<file path="src/rtl/axi_lite_rd_arbiter.sv">
// Two-manager AXI-Lite read-channel arbiter: round-robin AR grant, one read in flight,
// R response steered combinationally back to the granted manager.
`timescale 1ns/1ps
module axi_lite_rd_arbiter #(
   parameter int unsigned ADDR_W = 32,
   parameter int unsigned DATA_W = 64,
   parameter int unsigned ID_W   = 4
) (
   input  logic              ACLK,
   input  logic              ARESETn,
   input  logic [ID_W-1:0]   m0_ARID,
   input  logic [ADDR_W-1:0] m0_ARADDR,
   input  logic              m0_ARVALID,
   output logic              m0_ARREADY,
   output logic [ID_W-1:0]   m0_RID,
   output logic [DATA_W-1:0] m0_RDATA,
   output logic [1:0]        m0_RRESP,
   output logic              m0_RVALID,
   input  logic              m0_RREADY,
   input  logic [ID_W-1:0]   m1_ARID,
   input  logic [ADDR_W-1:0] m1_ARADDR,
   input  logic              m1_ARVALID,
   output logic              m1_ARREADY,
   output logic [ID_W-1:0]   m1_RID,
   output logic [DATA_W-1:0] m1_RDATA,
   output logic [1:0]        m1_RRESP,
   output logic              m1_RVALID,
   input  logic              m1_RREADY,
   output logic [ID_W-1:0]   s_ARID,
   output logic [ADDR_W-1:0] s_ARADDR,
   output logic              s_ARVALID,
   input  logic              s_ARREADY,
   input  logic [ID_W-1:0]   s_RID,
   input  logic [DATA_W-1:0] s_RDATA,
   input  logic [1:0]        s_RRESP,
   input  logic              s_RVALID,
   output logic              s_RREADY
);

   typedef enum logic [1:0] {IDLE, ADDR, RESP} state_t;

   state_t            state;
   logic              gnt;
   logic              last;
   logic              sel;
   logic              ar_take;
   logic              in_resp;
   logic [ID_W-1:0]   id_q;
   logic [ADDR_W-1:0] addr_q;
   logic              arvalid_q;

   // Ties alternate away from the last winner; a lone requester always wins.
   always_comb begin
      sel     = (m0_ARVALID && m1_ARVALID) ? ~last : m1_ARVALID;
      ar_take = (state == IDLE) && (m0_ARVALID || m1_ARVALID) && !ARESETn;
      in_resp = (state == RESP);
   end

   always_ff @(posedge ACLK or posedge ARESETn) begin
      if (ARESETn) begin
         state     <= IDLE;
         gnt       <= 1'b0;
         last      <= 1'b1;
         id_q      <= '0;
         addr_q    <= '0;
         arvalid_q <= 1'b0;
      end else begin
         case (state)
            IDLE: begin
               if (ar_take) begin
                  gnt       <= sel;
                  last      <= sel;
                  id_q      <= sel ? m1_ARID : m0_ARID;
                  addr_q    <= sel ? m1_ARADDR : m0_ARADDR;
                  arvalid_q <= 1'b1;
                  state     <= ADDR;
               end
            end
            ADDR: begin
               if (s_ARREADY) begin
                  arvalid_q <= 1'b0;
                  state     <= RESP;
               end
            end
            RESP: begin
               if (s_RVALID && s_RREADY) state <= IDLE;
            end
            default: begin
               arvalid_q <= 1'b0;
               state     <= IDLE;
            end
         endcase
      end
   end

   always_comb begin
      m0_ARREADY = ar_take && !sel;
      m1_ARREADY = ar_take && sel;

      s_ARVALID  = arvalid_q;
      s_ARID     = id_q;
      s_ARADDR   = addr_q;

      s_RREADY   = in_resp && (gnt ? m1_RREADY : m0_RREADY);

      m0_RVALID  = in_resp && !gnt && s_RVALID;
      m0_RID     = (in_resp && !gnt) ? s_RID   : '0;
      m0_RDATA   = (in_resp && !gnt) ? s_RDATA : '0;
      m0_RRESP   = (in_resp && !gnt) ? s_RRESP : '0;

      m1_RVALID  = in_resp && gnt && s_RVALID;
      m1_RID     = (in_resp && gnt) ? s_RID   : '0;
      m1_RDATA   = (in_resp && gnt) ? s_RDATA : '0;
      m1_RRESP   = (in_resp && gnt) ? s_RRESP : '0;
   end

endmodule

</file>
<file path="config.mk">
export PLATFORM = sky130hd
export DESIGN_NAME = axi_lite_rd_arbiter
export DESIGN_NICKNAME = d
export VERILOG_FILES = /design/src/rtl/axi_lite_rd_arbiter.sv
export SDC_FILE = /design/constraint.sdc
export NUM_CORES = 1
export LEC_CHECK = 0
export CORE_AREA = 8 8 121 123
export CTS_BUF_LIST = sky130_fd_sc_hd__clkbuf_4
export DETAILED_ROUTE_END_ITERATION = 12
export DIE_AREA = 0 0 129 131
export PLACE_DENSITY = 0.7
export RECOVER_POWER = 100
export SLEW_MARGIN = 10
export SYNTH_ARGS = -nofsm -noshare
export SYNTH_HDL_FRONTEND = slang
export SYNTH_SLANG_ARGS = --single-unit
</file>
<file path="constraint.sdc">
create_clock -name ACLK -period 2.2 [get_ports ACLK]
set_clock_uncertainty 0.05 [all_clocks]
set_input_delay 0.66 -clock ACLK [delete_from_list [all_inputs] [get_ports ACLK]]
set_output_delay 0.66 -clock ACLK [all_outputs]
set_load 0.1 [all_outputs]
</file>
# After elaboration in Yosys (flattened, before gate mapping)
# Cells that the tools add are included.
[word_totals]
regBits = 41
input_bits = 150
output_inout_bits = 182
elab_cells = 49
[classes]
n_eq_ne = 5
n_mux = 17
n_bitwise = 2
reduce_logical = 19
[op_table]
columns = ["operator", "count"]
rows = [
  ["64-bit 2-to-1 mux", 2],
  ["32-bit 2-to-1 mux", 1],
  ["4-bit 2-to-1 mux", 3],
  ["1-bit logical AND", 11],
  ["2-bit 2-to-1 mux", 5],
  ["2-bit one-hot mux with 3 select lines", 1],
  ["3-bit AND reduction", 2],
  ["1-bit 2-to-1 mux", 4],
  ["2-bit inequality test, second input constant", 2],
  ["1-bit logical NOT", 3],
  ["1-bit one-hot mux with 3 select lines", 1],
  ["2-bit by 1-bit == test with 1-bit output, second input constant", 1],
  ["2-bit == test, second input constant", 1],
  ["2-bit logical NOT", 1],
  ["2-bit by 1-bit inequality test with 1-bit output, second input constant", 1],
  ["1-bit NOT", 2],
  ["2-bit AND reduction", 1],
  ["1-bit logical OR", 1],
]

# Depth between registers and ports, before layout
# Gate-level depths: netlist (run 1).
[logic_depth]
depth_word = 5
ltp_mapped = 5

# Least setup slack after synthesis (run 1)
# No wires, ideal clock.
[synth_timing]
kind = "in2out"
startpoint = "input port ARESETn"
endpoint = "output port m0_ARREADY"
t_arrival_ps = 2143
path_slack_ps = -653
stages = 4
path_buffers = 2
path_cell_list = "or3_1 buf_4 buf_6 nor3b_4"
[synth_between]
elab_chain_len = 3
[synth_lines]
columns = ["item", "line", "text"]
rows = [
  ["start: declaration", "10", "input logic ARESETn,"],
  ["1-bit logical NOT (no source line)", "--", ""],
  ["1-bit logical AND", "55", "ar_take = (state == IDLE) && (m0_ARVALID || m1_ARVALID) && !ARESETn;"],
  ["1-bit logical AND", "97", "m0_ARREADY = ar_take && !sel;"],
  ["end: declaration", "14", "output logic m0_ARREADY,"],
]
# Every way passes these cells.

# Worst setup path after layout (run 1)
[layout_timing]
startpoint = "register state[0]"
endpoint = "output port m1_RDATA[8]"
[layout_between]
elab_chain_len = 3
[layout_lines]
columns = ["item", "line", "text"]
rows = [
  ["start: declaration", "42", "state_t state;"],
  ["start signal: assignment", "61", "state <= IDLE;"],
  ["start signal: assignment", "76", "state <= ADDR;"],
  ["start signal: assignment", "82", "state <= RESP;"],
  ["2-bit == test", "56", "in_resp = (state == RESP);"],
  ["1-bit logical AND", "113", "m1_RDATA = (in_resp && gnt) ? s_RDATA : '0;"],
  ["64-bit 2-to-1 mux", "113", ""],
  ["end: declaration", "25", "output logic [DATA_W-1:0] m1_RDATA,"],
]
# Every way passes these cells.

==> run_results.csv, run 1 <==
group,metric,value,unit
sta,finalCriticalPeriod,2.435,ns
sta,maxSlewHeadroom,0.5233,
worst_setup_path,path_buf_inv,3,
floorplanning,die_h,131,µm
place,hpwl,16310,µm
worst_setup_path,arrival,1.72,ns
pwr,p_int,4.675,mW
yosys,yosysSeqAreaShare,0.3377,
pwr,power_frac_comb,0.860,
worst_setup_path,reg2reg_slack,0.27,ns
clock_network,cts_tree,"done",
worst_setup_path,cp-end-kind,"output pin",
place,place_congestion,0.9170,
worst_hold_path,hold_path_class,"register to register",
yosys,synth_nets,501,
pwr,p_per_area,1397,mW/mm²
floorplanning,coreArea,0.01287,mm²
worst_setup_path,path_cells,"nand2b_4, nor2_4, buf_6, clkbuf_16, and2_4, buf_12",
clock_network,clock_path_buffers,2,
clock_network,clock_tree.root_cell,"clkbuf_4",
outcome,violations,"negative setup slack",
floorplanning,die-area,0.01690,mm²
clock_network,clkLatencyLatePin,0.33,ns
global_route,antenna_found_initial,2,
clock_network,clkSlewWorstSetupHoldPaths,0.11,ns
sta,fin_crit_sh,1.107,
yosys,synth-seq-cells,41,
pwr,p_clk_frac,0.030,
worst_setup_path,cpLargestDelayFamily,"simple AND/OR/NAND/NOR gates",
detailed_routing,initialDrtViolationCount,146,
yosys,syn_inst,351,
detailed_routing,drc,0,
floorplanning,io_pins,332,
place,io_buffers,331,
sta,worstMarginPinSlew,0.7150,ns
global_route,grt_use_total,0.2255,
pwr,p_seq_frac,0.110,
cells_and_area,final_common_cell,"buf_12",
cells_and_area,final_util,0.6811,
detailed_routing,first_pass_iters,4,
clock_network,cts_made_buffers,5,
cells_and_area,n_fill_cell,908,
cells_and_area,final_cell_mix,"buf_12, clkdlybuf4s50_1, and2_4, nand2_1, clkbuf_2",
worst_setup_path,slowest_delay,0.40,ns
floorplanning,row_count,42,
detailed_routing,post_drt_wl_per_cell,23.24,µm
yosys,synth.avg_cell_area,8.666,µm²
global_route,grt_overflow_total,0,
yosys,synth.cell_area,0.003042,mm²
outcome,outcome,"finished, violations left",
detailed_routing,vias_per_cell,4.684,
worst_setup_path,slowest_stage,"dfrtp_1",
sta,setup_viol,145,
floorplanning,chipWidth,129,µm
worst_setup_path,worstPathRequired,1.49,ns
sta,rsz0062_at_grt,"yes",
floorplanning,initial_core_util,0.2362,
worst_setup_path,path_class,"register to output pin",
sta,tns,-26.85,ns
pwr,p_leak,3.747,nW
flow_run,max_cap_violations,0,
global_route,grt_pass1_vias,4405,
sta,fin_ws,-0.2348,ns
pwr,p_sw,7.581,mW
cells_and_area,final_cell_area,0.008770,mm²
cells_and_area,nNetsFinal,851,
pwr,peakVddDrop,0.0008334,V
place,place_area,0.008887,mm²
global_route,grt_max_degree,37,
sta,holdWs,0.4437,ns
worst_setup_path,startpoint_type,"register",
detailed_routing,wl,20450,µm
worst_setup_path,path_max_fanout,5,
detailed_routing,via_count,4122,
detailed_routing,ant_nets,0,
sta,slew_violations,0,
clock_network,h-tree-depth,2,
yosys,yosysUniqueCellTypes,23,
pwr,swShare,0.6186,
sta,hold_violations,0,
global_route,grt_pass1_wl,28680,µm
sta,fmax,410.7,MHz
cells_and_area,drive_gt1_frac,0.5934,
clock_network,clock_sinks,41,
yosys,synth_warnings,0,
cells_and_area,syn_to_final_growth,188.3,%
-- metal layers --
metal  up-vias  track usage  wire (µm)
met3        25      0.07711       1842
li1       1885            -          -
met4         0      0.05460        486
met5         -            0          0
met1      2016       0.2258       7066
met2       196       0.4363      11050
-- cell families after synthesis --
group | Yosys count | synth area share
AOI/OAI and AO/OA | 41 | 0.1271
buffers and inverters | 37 | 0.05800
and+or+nand+nor | 231 | 0.4739
muxes | 1 | 0.003291
DFF | 41 | 0.3377
-- synthesized netlist by cell type --
cell type  instances  area (µm²)
a21oi_1            2       10.01
a221o_1           36       360.4
and2_1           142       888.4
and3_1             1       6.260
buf_2              9       45.04
buf_4              1       7.510
buf_6              3       33.78
clkbuf_1          21       78.83
dfrtp_1           40        1001
dfstp_2            1       26.28
inv_1              3       11.26
mux2i_1            1       10.01
nand2_1           42       157.7
nand2b_1           1       6.260
nor2_1             4       15.01
nor2b_1            2       12.51
nor3_1             8       40.04
nor3_2            29       290.3
nor3b_4            1       18.77
o21ai_0            1       5.000
o21ai_1            1       5.000
o22ai_1            1       6.260
or3_1              1       6.260
-- area by class of cell --
type	count	area, µm²	area share
antenna	3	7.507	0.0008560
clock buffer	6	45.04	0.005136
clock inverter	1	3.754	0.0004280
inverter	3	11.26	0.001284
multi-input combinational	273	2250	0.2565
sequential	41	1030	0.1174
tap	176	220.2	0.02511
timing repair buffer	377	5202	0.5932
-- power groups by stage --
stage               registers [mW]  logic (mW)  clock network (mW)
floorplan                     3.65        4.62                   0
global placement              1.52        11.0                   0
detailed placement            1.53        11.1                   0
CTS                           1.53        11.5               0.383
global route                  1.39        10.8               0.408
finish                        1.35        10.5               0.365
-- state kept, by name, indices dropped and copies added (netlist names) --
signal,flops
last,1
s_ARADDR,32
s_ARVALID,1
gnt,1
s_ARID,4
state,2
-- timing repair --
| item | in CTS | in global routing |
|---|---|---|
| endpoints found under the setup margin | 145 | 145 |
| hold buffers | 0 | 0 |
| gates resized for setup | 27 | 4 |
| setup buffers | 11 | 1 |
| pin swaps | 22 | 29 |
| gates cloned | 6 | 6 |
-- worst reg2reg max path: stages (launching register included) --
cell	delay, ns
dfrtp_2	0.46
buf_4	0.15
nor3_2	0.22
buf_4	0.15
o21ai_1	0.10
clkbuf_2	0.28
a221o_1	0.41
-- path summary, 6_finish.rpt --
kind / endpoint / start / cells past startpoint
max: m1_RDATA[8] / state[0] / 6
min: s_ARVALID / s_ARVALID / 2
max reg2reg: s_ARADDR[13] / state[1] / 6
min reg2reg: s_ARVALID / s_ARVALID / 2
max in group asynchronous: state[1] / ARESETn / 4
min in group asynchronous: s_ARADDR[17] / ARESETn / 4
-- metrics by stage --
| step | setup WS [ns] | cells | power (mW) |
|---|---|---|---|
| after floorplan | -0.6412 | 351 | 8.265 |
| after global placement | -0.5357 | 847 | 12.48 |
| final | -0.2348 | 880 | 12.26 |
| after detailed placement | -0.5246 | 847 | 12.59 |
| after CTS | -0.2293 | 871 | 13.40 |
| after global routing | -0.2952 | 879 | 12.61 |
(Power assumes the default switching activity.)
==> inputs of run 2 (changes only) <==
--- a/config.mk
+++ b/config.mk
@@ -5,11 +5,13 @@
 export SDC_FILE = /design/constraint.sdc
 export NUM_CORES = 1
 export LEC_CHECK = 0
-export CORE_AREA = 8 8 121 123
+export CORE_AREA = 8 8 123 125
 export CTS_BUF_LIST = sky130_fd_sc_hd__clkbuf_4
 export DETAILED_ROUTE_END_ITERATION = 12
-export DIE_AREA = 0 0 129 131
-export PLACE_DENSITY = 0.7
+export DIE_AREA = 0 0 131 133
+export DONT_BUFFER_PORTS = 1
+export GPL_TIMING_DRIVEN = 0
+export PLACE_DENSITY = 0.35
 export RECOVER_POWER = 100
 export SLEW_MARGIN = 10
 export SYNTH_ARGS = -nofsm -noshare
==> run 2 against run 1 <==
Effect of this change: the flow still finishes with violations (negative setup slack); cell count decreased by 36%; non-clock buffer count decreased by 314; critical path depth down 4; register-to-register slack lost 0.13 ns; sequential share of layout area grew 11 points; global-route usage fell by 5.8 points; sequential cell count stayed put; hold slack got worse by 0.19 ns; die area is 3.1% higher; routed wire length decreased by 23%; critical path type unchanged; largest cell class is now multi-input gates.
==> run_results.csv, run 2 (same netlist as run 1, synthesis figures left out) <==
group,metric,value,unit
clock_network,postCtsHoldBufs,0,
global_route,grt_max_degree,25,
global_route,grt_use_met2,0.2967,
clock_network,clkSlewWorstSetupHoldPaths,0.12,ns
worst_setup_path,path_max_fanout,3,
cells_and_area,syn_to_final_growth,46.32,%
global_route,antenna_found_initial,0,
worst_setup_path,path_cells,"or3_4, nor3b_4",
worst_setup_path,cpLargestDelayFamily,"simple AND/OR/NAND/NOR gates",
sta,fmax,350.7,MHz
clock_network,clock_tree.root_cell,"clkbuf_4",
floorplanning,io_pins,332,
cells_and_area,drive_gt1_frac,0.6237,
worst_setup_path,worstPathRequired,1.49,ns
cells_and_area,final_cell_mix,"and2_4, nand2_1, dfrtp_1, a221o_1, nor3_2",
floorplanning,coreArea,0.01309,mm²
sta,hold_violations,0,
worst_setup_path,slowest_stage,"nor3b_4",
cells_and_area,nNetsFinal,537,
global_route,grtUsageMet3,0.06669,
detailed_routing,first_pass_iters,4,
cells_and_area,final_util,0.3401,
sta,fin_crit_sh,1.296,
flow_run,max_cap_violations,0,
worst_setup_path,slowest_delay,0.95,ns
detailed_routing,via_count,2885,
sta,rsz0062_at_grt,"yes",
detailed_routing,vias_per_cell,5.115,
outcome,violations,"negative setup slack",
floorplanning,die_h,133,µm
floorplanning,die-area,0.01742,mm²
place,place_congestion,0.8735,
place,dp.cells,528,
global_route,grt-busiest-layer,"met2",
cells_and_area,largest_reg_flops,32,
sta,slew_violations,0,
sta,finalCriticalPeriod,2.851,ns
global_route,grt_pass1_wl,22070,µm
sta,worstMarginPinSlew,1.185,ns
detailed_routing,drc,0,
place,io_buffers,0,
worst_hold_path,hold_path_class,"input port to asynchronous set/reset pin",
detailed_routing,post_drt_wl_per_cell,27.79,µm
worst_setup_path,cp-end-kind,"output pin",
worst_setup_path,path_buf_inv,0,
cells_and_area,n_fill_cell,1304,
worst_setup_path,arrival,2.14,ns
clock_network,h-tree-depth,2,
sta,maxSlewHeadroom,0.2093,
sta,setup_viol,145,
floorplanning,row_count,42,
outcome,outcome,"finished, violations left",
global_route,grt_use_total,0.1677,
cells_and_area,instances_no_fill,564,
floorplanning,chipWidth,131,µm
global_route,grt_overflow_total,0,
cells_and_area,final_common_cell,"and2_4",
global_route,grt_use_met1,0.1805,
detailed_routing,wl,15670,µm
clock_network,clock_path_buffers,2,
sta,fin_ws,-0.6512,ns
place,hpwl,12650,µm
clock_network,clock_sinks,41,
floorplanning,initial_core_util,0.2325,
worst_setup_path,path_class,"register to output pin",
clock_network,cts_tree,"done",
detailed_routing,initialDrtViolationCount,106,
clock_network,cts_made_buffers,5,
worst_setup_path,startpoint_type,"register",
clock_network,clkLatencyLatePin,0.36,ns
detailed_routing,ant_nets,0,
cells_and_area,diodes,0,
global_route,grt_pass1_vias,3205,
[run 2: stage by stage]
stage / instance area [µm²] / setup TNS, ns / worst slack (ns) / hold WS (ns)
after floorplan: 3435 / -1.030 / -0.6412 / 0.3990
after global routing: 4451 / -67.97 / -0.7464 / 0.2841
after global placement: 3655 / -43.24 / -0.8254 / 0.4147
final: 4451 / -56.80 / -0.6512 / 0.2517
after CTS: 4423 / -68.88 / -0.8260 / 0.1081
after detailed placement: 3675 / -45.01 / -0.8113 / 0.4216
[run 2: area by class of cell]
cell class                      count  area [µm²]  share of cell area
Clock buffer                        7       52.55             0.01181
Inverter                            3       11.26            0.002530
Multi-Input combinational cell    273        2228              0.5007
Timing Repair Buffer               32       456.7              0.1026
Clock inverter                      1       7.507            0.001687
Sequential cell                    41        1027              0.2308
Buffer                             31       446.7              0.1004
Tap cell                          176       220.2             0.04948
[run 2: metal layers]
metal / up-vias / wire length (µm)
met3: 14 / 2001
met1: 1428 / 5502
li1: 1254 / -
met4: 0 / 221
met2: 189 / 7947
met5: - / 0
[run 2: worst register-to-register path: cells and delay by family, from the launching register on]
kind / cells / cell delay (ns)
AO/OA/AOI/OAI: 1 / 0.07
AND/OR/NAND/NOR: 2 / 1.38
flip-flops: 1 / 0.41
[run 2: final timing paths]
kind / from / endpoint / slack [ns] / depth (start not counted)
max: state[0] / m0_ARREADY / -0.65 / 2
min: ARESETn / gnt / 0.25 / 1
max reg2reg: state[0] / gnt / 0.14 / 3
min reg2reg: last / last / 0.44 / 2
max in group asynchronous: ARESETn / s_ARADDR[18] / 0.75 / 2
min in group ACLK: m1_ARADDR[24] / s_ARADDR[24] / 0.38 / 1
[run 2: timing repair]
item | CTS | global route
gates cloned | 14 | 1
endpoints found under the setup margin | 147 | 147
setup buffers | 13 | 3
gates resized for setup | 63 | 13
pin swaps | 144 | 25
Power of run 2 is left out: the tool's default activity adds up to more than one toggle a clock period on the data nets, which glitch-free logic cannot reach.
